[src/rtl/ann_pkg.sv]
// ---------------------------------------------------------------------------
// ann_pkg
// Shared types and constants for the inference scoring stage.
//   tracker_state_t : control states of accuracy_tracker
//   PERCENT_SCALE   : multiplier that turns a correct/total ratio into percent
//   ACC_W_DEFAULT   : default width of the accuracy output (holds 0..100)
// ---------------------------------------------------------------------------
package ann_pkg;

   typedef enum logic [2:0] {
      IDLE,
      WAIT_RES,
      COMPARE,
      DIVIDE,
      NEXT,
      DONE
   } tracker_state_t;

   localparam int PERCENT_SCALE = 100;
   localparam int ACC_W_DEFAULT = 9;

endpackage

[src/rtl/accuracy_tracker_if.sv]
// ---------------------------------------------------------------------------
// accuracy_tracker_if
// Result handshake between the last ANN layer / input loader and the tracker.
//   result_valid     : producer has a classified result (held until accepted)
//   result_ready     : tracker can take a result this cycle
//   obtained_output  : one-hot classified output of the last layer
//   expected_output  : one-hot label from the input loader
// Modports: master = producer side, slave = tracker side.
// ---------------------------------------------------------------------------
interface accuracy_tracker_if #(
   parameter int NUM_CLASSES = 10
);

   logic                   result_valid;
   logic                   result_ready;
   logic [NUM_CLASSES-1:0] obtained_output;
   logic [NUM_CLASSES-1:0] expected_output;

   modport master (
      output result_valid,
      output obtained_output,
      output expected_output,
      input  result_ready
   );

   modport slave (
      input  result_valid,
      input  obtained_output,
      input  expected_output,
      output result_ready
   );

endinterface

[src/rtl/accuracy_tracker_seq_divider.sv]
// ---------------------------------------------------------------------------
// seq_divider
// Restoring unsigned divider, one quotient bit per cycle. The first step is
// performed on the start edge itself, so the quotient is complete DVD_W edges
// after start is sampled; done pulses for one cycle while it is valid.
//   clk, rst  : clock, synchronous active-high reset
//   start     : load dividend/divisor and perform the first step
//   dividend  : DVD_W-bit numerator
//   divisor   : DVS_W-bit denominator (must be nonzero)
//   busy      : further steps outstanding
//   done      : one-cycle pulse, quotient valid
//   quotient  : low QUO_W bits of the quotient
// ---------------------------------------------------------------------------
module seq_divider #(
   parameter int DVD_W = 15,
   parameter int DVS_W = 8,
   parameter int QUO_W = 9
) (
   input  logic             clk,
   input  logic             rst,
   input  logic             start,
   input  logic [DVD_W-1:0] dividend,
   input  logic [DVS_W-1:0] divisor,
   output logic             busy,
   output logic             done,
   output logic [QUO_W-1:0] quotient
);

   localparam int STEP_W = $clog2(DVD_W + 1);

   logic [DVS_W-1:0]  rem_q, rem_d, rem_src, dvs_q, dvs_src;
   logic [DVD_W-1:0]  quo_q, quo_d, quo_src;
   logic [STEP_W-1:0] steps_q;
   logic [DVS_W:0]    trial;

   // One restoring step. On start the step works on the fresh operands so no
   // separate load cycle is spent.
   always_comb begin
      // NOTE: every combinational output gets a value before any branch; a
      // path that leaves one unassigned would infer a latch.
      rem_src = start ? '0 : rem_q;
      quo_src = start ? dividend : quo_q;
      dvs_src = start ? divisor : dvs_q;
      trial   = {rem_src, quo_src[DVD_W-1]};
      rem_d   = trial[DVS_W-1:0];
      quo_d   = {quo_src[DVD_W-2:0], 1'b0};
      if (trial >= {1'b0, dvs_src}) begin
         rem_d = DVS_W'(trial - {1'b0, dvs_src});
         quo_d = {quo_src[DVD_W-2:0], 1'b1};
      end
   end

   // NOTE: clocked state uses non-blocking assignments so every register
   // samples the values present before the edge, independent of block order.
   always_ff @(posedge clk) begin
      if (rst) begin
         rem_q   <= '0;
         quo_q   <= '0;
         dvs_q   <= '0;
         steps_q <= '0;
         done    <= 1'b0;
      end else if (start) begin
         rem_q   <= rem_d;
         quo_q   <= quo_d;
         dvs_q   <= divisor;
         steps_q <= STEP_W'(DVD_W - 1);
         done    <= (DVD_W == 1);
      end else if (steps_q != '0) begin
         rem_q   <= rem_d;
         quo_q   <= quo_d;
         steps_q <= steps_q - STEP_W'(1);
         done    <= (steps_q == STEP_W'(1));
      end else begin
         done    <= 1'b0;
      end
   end

   assign busy     = (steps_q != '0);
   assign quotient = quo_q[QUO_W-1:0];

endmodule

[src/rtl/accuracy_tracker.sv]
// ---------------------------------------------------------------------------
// accuracy_tracker
// Scores classified samples against their labels: counts scored/correct
// samples, computes floor(correct*100/count) with a sequential divider and
// pulses begin_next to request the next sample. Stops after MAX_INPUTS.
//   clk, rst_overall  : clock, synchronous active-high reset
//   enable_inference  : level, permits acceptance of new results
//   res               : result handshake (slave side)
//   match             : compare result of the last accepted sample
//   count             : samples scored
//   correct_count     : samples matched
//   accuracy          : integer percent accuracy, 0..100
//   begin_next        : one-cycle pulse, score updated
//   all_done          : sticky, all samples scored
// ---------------------------------------------------------------------------
module accuracy_tracker
   import ann_pkg::*;
#(
   parameter int NUM_CLASSES = 10,
   parameter int MAX_INPUTS  = 200,
   parameter int CNT_W       = $clog2(MAX_INPUTS + 1),
   parameter int ACC_W       = ACC_W_DEFAULT,
   parameter int DIV_W       = CNT_W + 7
) (
   input  logic               clk,
   input  logic               rst_overall,
   input  logic               enable_inference,
   accuracy_tracker_if.slave  res,
   output logic               match,
   output logic [CNT_W-1:0]   count,
   output logic [CNT_W-1:0]   correct_count,
   output logic [ACC_W-1:0]   accuracy,
   output logic               begin_next,
   output logic               all_done
);

   localparam logic [CNT_W-1:0] LAST_COUNT = CNT_W'(MAX_INPUTS);

   tracker_state_t         state_q, state_d;
   logic [NUM_CLASSES-1:0] obtained_q, expected_q;
   logic                   accept;
   logic                   match_c;
   logic [CNT_W-1:0]       count_inc, correct_inc;
   logic [DIV_W-1:0]       dividend;
   logic                   div_start, div_busy, div_done;
   logic [ACC_W-1:0]       quotient;

   assign accept = (state_q == WAIT_RES) && res.result_valid;

   // An all-zero label never counts as correct, even against an all-zero output.
   assign match_c     = (obtained_q == expected_q) && (expected_q != '0);
   assign count_inc   = count + CNT_W'(1);
   assign correct_inc = correct_count + CNT_W'(match_c);
   // The divider starts in COMPARE, in the same edge the counters update, so
   // it is fed the post-update values rather than the registers.
   assign dividend    = DIV_W'(correct_inc) * DIV_W'(PERCENT_SCALE);
   assign div_start   = (state_q == COMPARE) && !div_busy;

   seq_divider #(
      .DVD_W (DIV_W),
      .DVS_W (CNT_W),
      .QUO_W (ACC_W)
   ) u_div (
      .clk      (clk),
      .rst      (rst_overall),
      .start    (div_start),
      .dividend (dividend),
      .divisor  (count_inc),
      .busy     (div_busy),
      .done     (div_done),
      .quotient (quotient)
   );

   always_comb begin
      state_d          = state_q;
      res.result_ready = 1'b0;
      unique case (state_q)
         IDLE:     if (enable_inference) state_d = WAIT_RES;
         WAIT_RES: begin
            res.result_ready = 1'b1;
            if (res.result_valid)       state_d = COMPARE;
            else if (!enable_inference) state_d = IDLE;
         end
         COMPARE:  state_d = DIVIDE;
         DIVIDE:   if (div_done) state_d = NEXT;
         NEXT: begin
            if (count == LAST_COUNT)    state_d = DONE;
            else if (enable_inference)  state_d = WAIT_RES;
            else                        state_d = IDLE;
         end
         DONE:     state_d = DONE;
         default:  state_d = IDLE;
      endcase
   end

   always_ff @(posedge clk) begin
      if (rst_overall) state_q <= IDLE;
      else             state_q <= state_d;
   end

   // NOTE: the captured vectors carry no reset; they are always written on
   // accept before COMPARE reads them, so their power-up value is never seen.
   always_ff @(posedge clk) begin
      if (accept) begin
         obtained_q <= res.obtained_output;
         expected_q <= res.expected_output;
      end
   end

   always_ff @(posedge clk) begin
      if (rst_overall) begin
         match         <= 1'b0;
         count         <= '0;
         correct_count <= '0;
         accuracy      <= '0;
         begin_next    <= 1'b0;
         all_done      <= 1'b0;
      end else begin
         begin_next <= 1'b0;
         if (state_q == COMPARE) begin
            match         <= match_c;
            count         <= count_inc;
            correct_count <= correct_inc;
         end
         if (state_q == NEXT) begin
            accuracy   <= quotient;
            begin_next <= 1'b1;
            if (count == LAST_COUNT) all_done <= 1'b1;
         end
      end
   end

endmodule

[src/flat_wrapper.sv]
// flat-port wrapper written by rule: the top's interface ports become plain ports
module accuracy_tracker_flat import ann_pkg::*;
#(
   parameter int NUM_CLASSES = 10,
   parameter int MAX_INPUTS  = 200,
   parameter int CNT_W       = $clog2(MAX_INPUTS + 1),
   parameter int ACC_W       = ACC_W_DEFAULT,
   parameter int DIV_W       = CNT_W + 7
)
  (clk, rst_overall, enable_inference, match, count, correct_count, accuracy, begin_next, all_done, res_result_valid, res_obtained_output, res_expected_output, res_result_ready);
  accuracy_tracker_if #(.NUM_CLASSES(NUM_CLASSES)) res_i ();
  input  logic clk;
  input  logic rst_overall;
  input  logic enable_inference;
  output logic match;
  output logic [CNT_W-1:0] count;
  output logic [CNT_W-1:0] correct_count;
  output logic [ACC_W-1:0] accuracy;
  output logic begin_next;
  output logic all_done;
  input wire logic [$bits(res_i.result_valid)-1:0] res_result_valid;
  input wire logic [$bits(res_i.obtained_output)-1:0] res_obtained_output;
  input wire logic [$bits(res_i.expected_output)-1:0] res_expected_output;
  output wire logic [$bits(res_i.result_ready)-1:0] res_result_ready;
  assign res_i.result_valid = res_result_valid;
  assign res_i.obtained_output = res_obtained_output;
  assign res_i.expected_output = res_expected_output;
  assign res_result_ready = res_i.result_ready;
  accuracy_tracker #(.NUM_CLASSES(NUM_CLASSES), .MAX_INPUTS(MAX_INPUTS), .CNT_W(CNT_W), .ACC_W(ACC_W), .DIV_W(DIV_W)) u_core (.clk(clk), .rst_overall(rst_overall), .enable_inference(enable_inference), .res(res_i), .match(match), .count(count), .correct_count(correct_count), .accuracy(accuracy), .begin_next(begin_next), .all_done(all_done));
endmodule
[config.mk]
export PLATFORM = sky130hd
export DESIGN_NAME = accuracy_tracker_flat
export DESIGN_NICKNAME = d
export VERILOG_FILES = /design/src/rtl/ann_pkg.sv /design/src/rtl/accuracy_tracker_if.sv /design/src/rtl/accuracy_tracker_seq_divider.sv /design/src/rtl/accuracy_tracker.sv /design/src/flat_wrapper.sv
export SDC_FILE = /design/constraint.sdc
export NUM_CORES = 1
export LEC_CHECK = 0
export CORE_UTILIZATION = 50
export DETAILED_ROUTE_END_ITERATION = 6
export GPL_TIMING_DRIVEN = 0
export PLACE_DENSITY = 0.86
export SYNTH_ARGS = -nofsm -noshare
export SYNTH_HDL_FRONTEND = slang
export SYNTH_SLANG_ARGS = --single-unit
[constraint.sdc]
create_clock -name clk -period 6.25 [get_ports clk]
set_clock_uncertainty 0.1 [all_clocks]
set_input_delay 1.25 -clock clk [delete_from_list [all_inputs] [get_ports clk]]
set_output_delay 1.25 -clock clk [all_outputs]
set_load 0.02 [all_outputs]
==> impl_metrics.yaml <==
cts:
  cts_buffer_depth: 2
  ctsHoldBuffers: 0
  cts-root-buf: "clkbuf_8"
  cts_tree: "done"
  numCtsBuffers: 9
  htreeDepth: 3
  clk_pin_slew_ns: 0.09
  cts_sinks: 87
  clk_latency_ns: 0.37
worst_setup_path:
  reg2reg_slack_ns: -0.04
  worstSetupEndpointType: "flop"
  critPathKind: "flop to flop"
  required_ns: 6.40
  slowest_delay_ns: 0.51
  reg2reg_to: "u_core.u_div.rem_q[6]"
  cp_max_fo: 5
  crit_top_cell: "ha_4"
  timing.rr.start: "u_core.expected_q[2]"
  critical-path-slowest-cell: "fa_1"
  cp.arrival_ns: 6.44
  startpoint_type: "flop"
  ff2ff_path_depth: 28
floorplan:
  die_w_um: 99.2
  die_y_um: 99.2
  die-area_mm2: 0.00984
  core-area_mm2: 0.00920
  rows: 35
  io_pins: 53
  start_util_pct: 51.4
synth:
  avgSynthCellArea_um2: 9.05
  netlist_instances: 522
  synth_area_mm2: 0.00472
  async_reset_ff_share_pct: 0
  yosysSeqAreaShare_pct: 41.1
  synth_edf_count: 20
  ys_seq_elements: 87
  syn_nets: 592
  ys_dominant_reg_cell: "dfxtp_1"
  yosys_warnings: 0
  synth_cell_types: 52
route:
  drtPass1Iterations: 7
  finalWirelength_mm: 14.1
  first_iter_violations: 385
  wl_per_cell_um: 19.6
  drt-vias-per-instance: 6.13
  ant_nets: 0
  vias: 4417
  drc_errors: 0
sta:
  fin_ws_ns: -0.0398
  fin_crit_sh_pct: 101
  setup-tns-final_ns: -0.0398
  worst-slew-pin-transition_ns: 1.38
  relSlewSlack_pct: 7.32
  fmax_mhz: 159
  setup_viol: 1
  hold_viol: 0
  holdWs_ns: 0.372
  final_max_slew_viol_count: 0
  period_needed_ns: 6.29
  rsz0062_at_grt: "yes"
placed_design:
  hpwl_mm: 8.41
  place.gp.congestion: 0.869
  portBuffers: 52
min_path:
  hold_class: "flop to flop"
  hold_start: "u_core.accuracy[2]"
  whs_endpoint: "u_core.accuracy[2]"
  whs_path_depth: 2
outcome:
  status: "finished, violations left"
  failed_checks: "negative setup slack"
grt:
  grt_pass1_vias: 4166
  grt_overflow: 0
  antenna_found_initial: 0
  grt_pass1_wl_mm: 19.6
  grt_start_max_net_pins: 21
  grt_use_total_pct: 25.2
run:
  max_cap_violations: 0
pwr:
  power_leakage_nw: 2.33
  power_density_mw_per_mm2: 312
  irDropWorstVdd_mv: 0.184
cells_and_area:
  drive_gt1_share_pct: 15.9
  multi_input_area_mm2: 0.00308
  regArea_mm2: 0.00194
  layout.nets: 675
  area_growth_pct: 31.5
  fill_cells: 595
  diodes: 0
## layout by cell type (no fill, tap or decap), drive strengths merged, types with 4 or more instances in the layout
cell type	Yosys	layout
inv	20	21
a21oi	44	44
nor2b	4	4
ha	42	42
a31oi	4	4
fa	4	4
or3	11	11
clkbuf	17	26
and2	9	9
a211oi	12	12
nor2	62	62
nand2	60	60
nor3b	5	5
xor2	14	14
mux2i	5	5
nand3	9	9
clkdlybuf4s50	0	52
nor3	13	13
edfxtp	20	20
o21ai	18	18
xnor2	24	24
o31ai	4	4
o21a	7	7
a311oi	4	4
dfxtp	67	67
buf	4	24
## worst max-delay path by stage
stage	cells after the start	slack, ns	from	endpoint
finish	28	-0.04	u_core.expected_q[2]	u_core.u_div.rem_q[6]
global route	28	-0.29	u_core.expected_q[2]	u_core.u_div.rem_q[6]
CTS	28	0.006	u_core.expected_q[8]	u_core.u_div.rem_q[1]
detailed placement	27	-0.84	u_core.expected_q[2]	u_core.u_div.rem_q[1]
global placement	27	-0.52	u_core.expected_q[5]	u_core.u_div.rem_q[1]
floorplan	27	0.36	u_core.expected_q[5]	u_core.u_div.rem_q[1]
## critical path: cells and delay by family (launching register included)
kind | cells | cell delay (ns)
and+or+nand+nor | 7 | 1.31
buffers and inverters | 4 | 0.42
AOI/OAI and AO/OA | 8 | 1.52
adders and majority gates | 7 | 1.94
xor gates and xnor gates | 2 | 0.47
DFF | 1 | 0.43
## flip-flops by register name, summed over array words and instances (netlist names)
register / cells
u_core.expected_q: 10
u_core.all_done: 1
u_core.u_div.done: 1
u_core.count: 8
u_core.state_q: 3
u_core.begin_next: 1
u_core.u_div.rem_q: 8
u_core.obtained_q: 10
u_core.accuracy: 9
u_core.match: 1
u_core.u_div.quo_q: 15
u_core.correct_count: 8
u_core.u_div.steps_q: 4
u_core.u_div.dvs_q: 8
## stage by stage
stage          instances  util, %  cell area (um^2)  worst slack, ns  power [mW]
6_report             721     67.6              6210          -0.0398        1.94
5_1_grt              721     67.6              6210           -0.292        2.04
4_1_cts              707     63.4              5830          0.00555        1.82
3_5_place_dp         685     58.5              5380           -0.836        1.39
3_3_place_gp         685     58.5              5380           -0.517        1.35
2_1_floorplan        522        -              4720            0.357        1.23
## report_power, final
group	internal (mW)	switching, mW
clock network	0.190	0.224
registers	0.662	0.0702
logic	0.342	0.450
total	1.19	0.743
## final cells by class
cell class / count / area share, %
clock inverters: 7 / 1.33
multi-input cells: 394 / 49.6
inverters: 20 / 1.21
plain buffers: 21 / 1.41
clock buffers: 9 / 1.99
repair buffers: 72 / 10.9
flip-flops and latches: 87 / 31.3
well taps: 111 / 2.24
## per-layer routing
layer,global-route usage (%),part of all wire [%]
met5,0,0
met4,14.3,6.8
met3,4.92,7.9
met2,43.2,48
met1,29.5,38
## Yosys cell counts (4+ instances only)
| cell type | count | area (um^2) |
|---|---|---|
| nor2_1 | 62 | 233 |
| edfxtp_1 | 20 | 601 |
| mux2i_1 | 5 | 50.1 |
| ha_1 | 42 | 526 |
| a31oi_1 | 4 | 25.0 |
| clkbuf_1 | 17 | 63.8 |
| dfxtp_1 | 67 | 1340 |
| nor2b_1 | 4 | 25.0 |
| fa_1 | 4 | 80.1 |
| nand2_1 | 59 | 221 |
| or3_1 | 11 | 68.8 |
| nor3_1 | 13 | 65.1 |
| a311oi_1 | 4 | 35.0 |
| inv_1 | 20 | 75.1 |
| a211oi_1 | 12 | 90.1 |
| xnor2_1 | 24 | 210 |
| xor2_1 | 14 | 123 |
| a21oi_1 | 44 | 220 |
| nand3_1 | 9 | 45.0 |
| o21a_1 | 7 | 52.6 |
| and2_1 | 9 | 56.3 |
| o31ai_1 | 4 | 30.0 |
| o21ai_0 | 18 | 90.1 |
## timing repair
item,in CTS,in global routing
resized for setup,35,40
pin swaps,10,30
setup buffers,6,14
hold endpoints to repair,0,0
setup endpoints to repair,9,8
## cells by family (layout without fill, tap and decap cells)
family,Yosys count,count (layout),synth area share (%)
fa+ha+maj,46,46,12.8
mux,6,6,1.30
flops,87,87,41.1
xor+xnor,38,38,7.04
simple gates,187,187,18.6
buf+inv,41,129,3.36
compound gates,117,117,15.7
(Power assumes the default switching activity.)
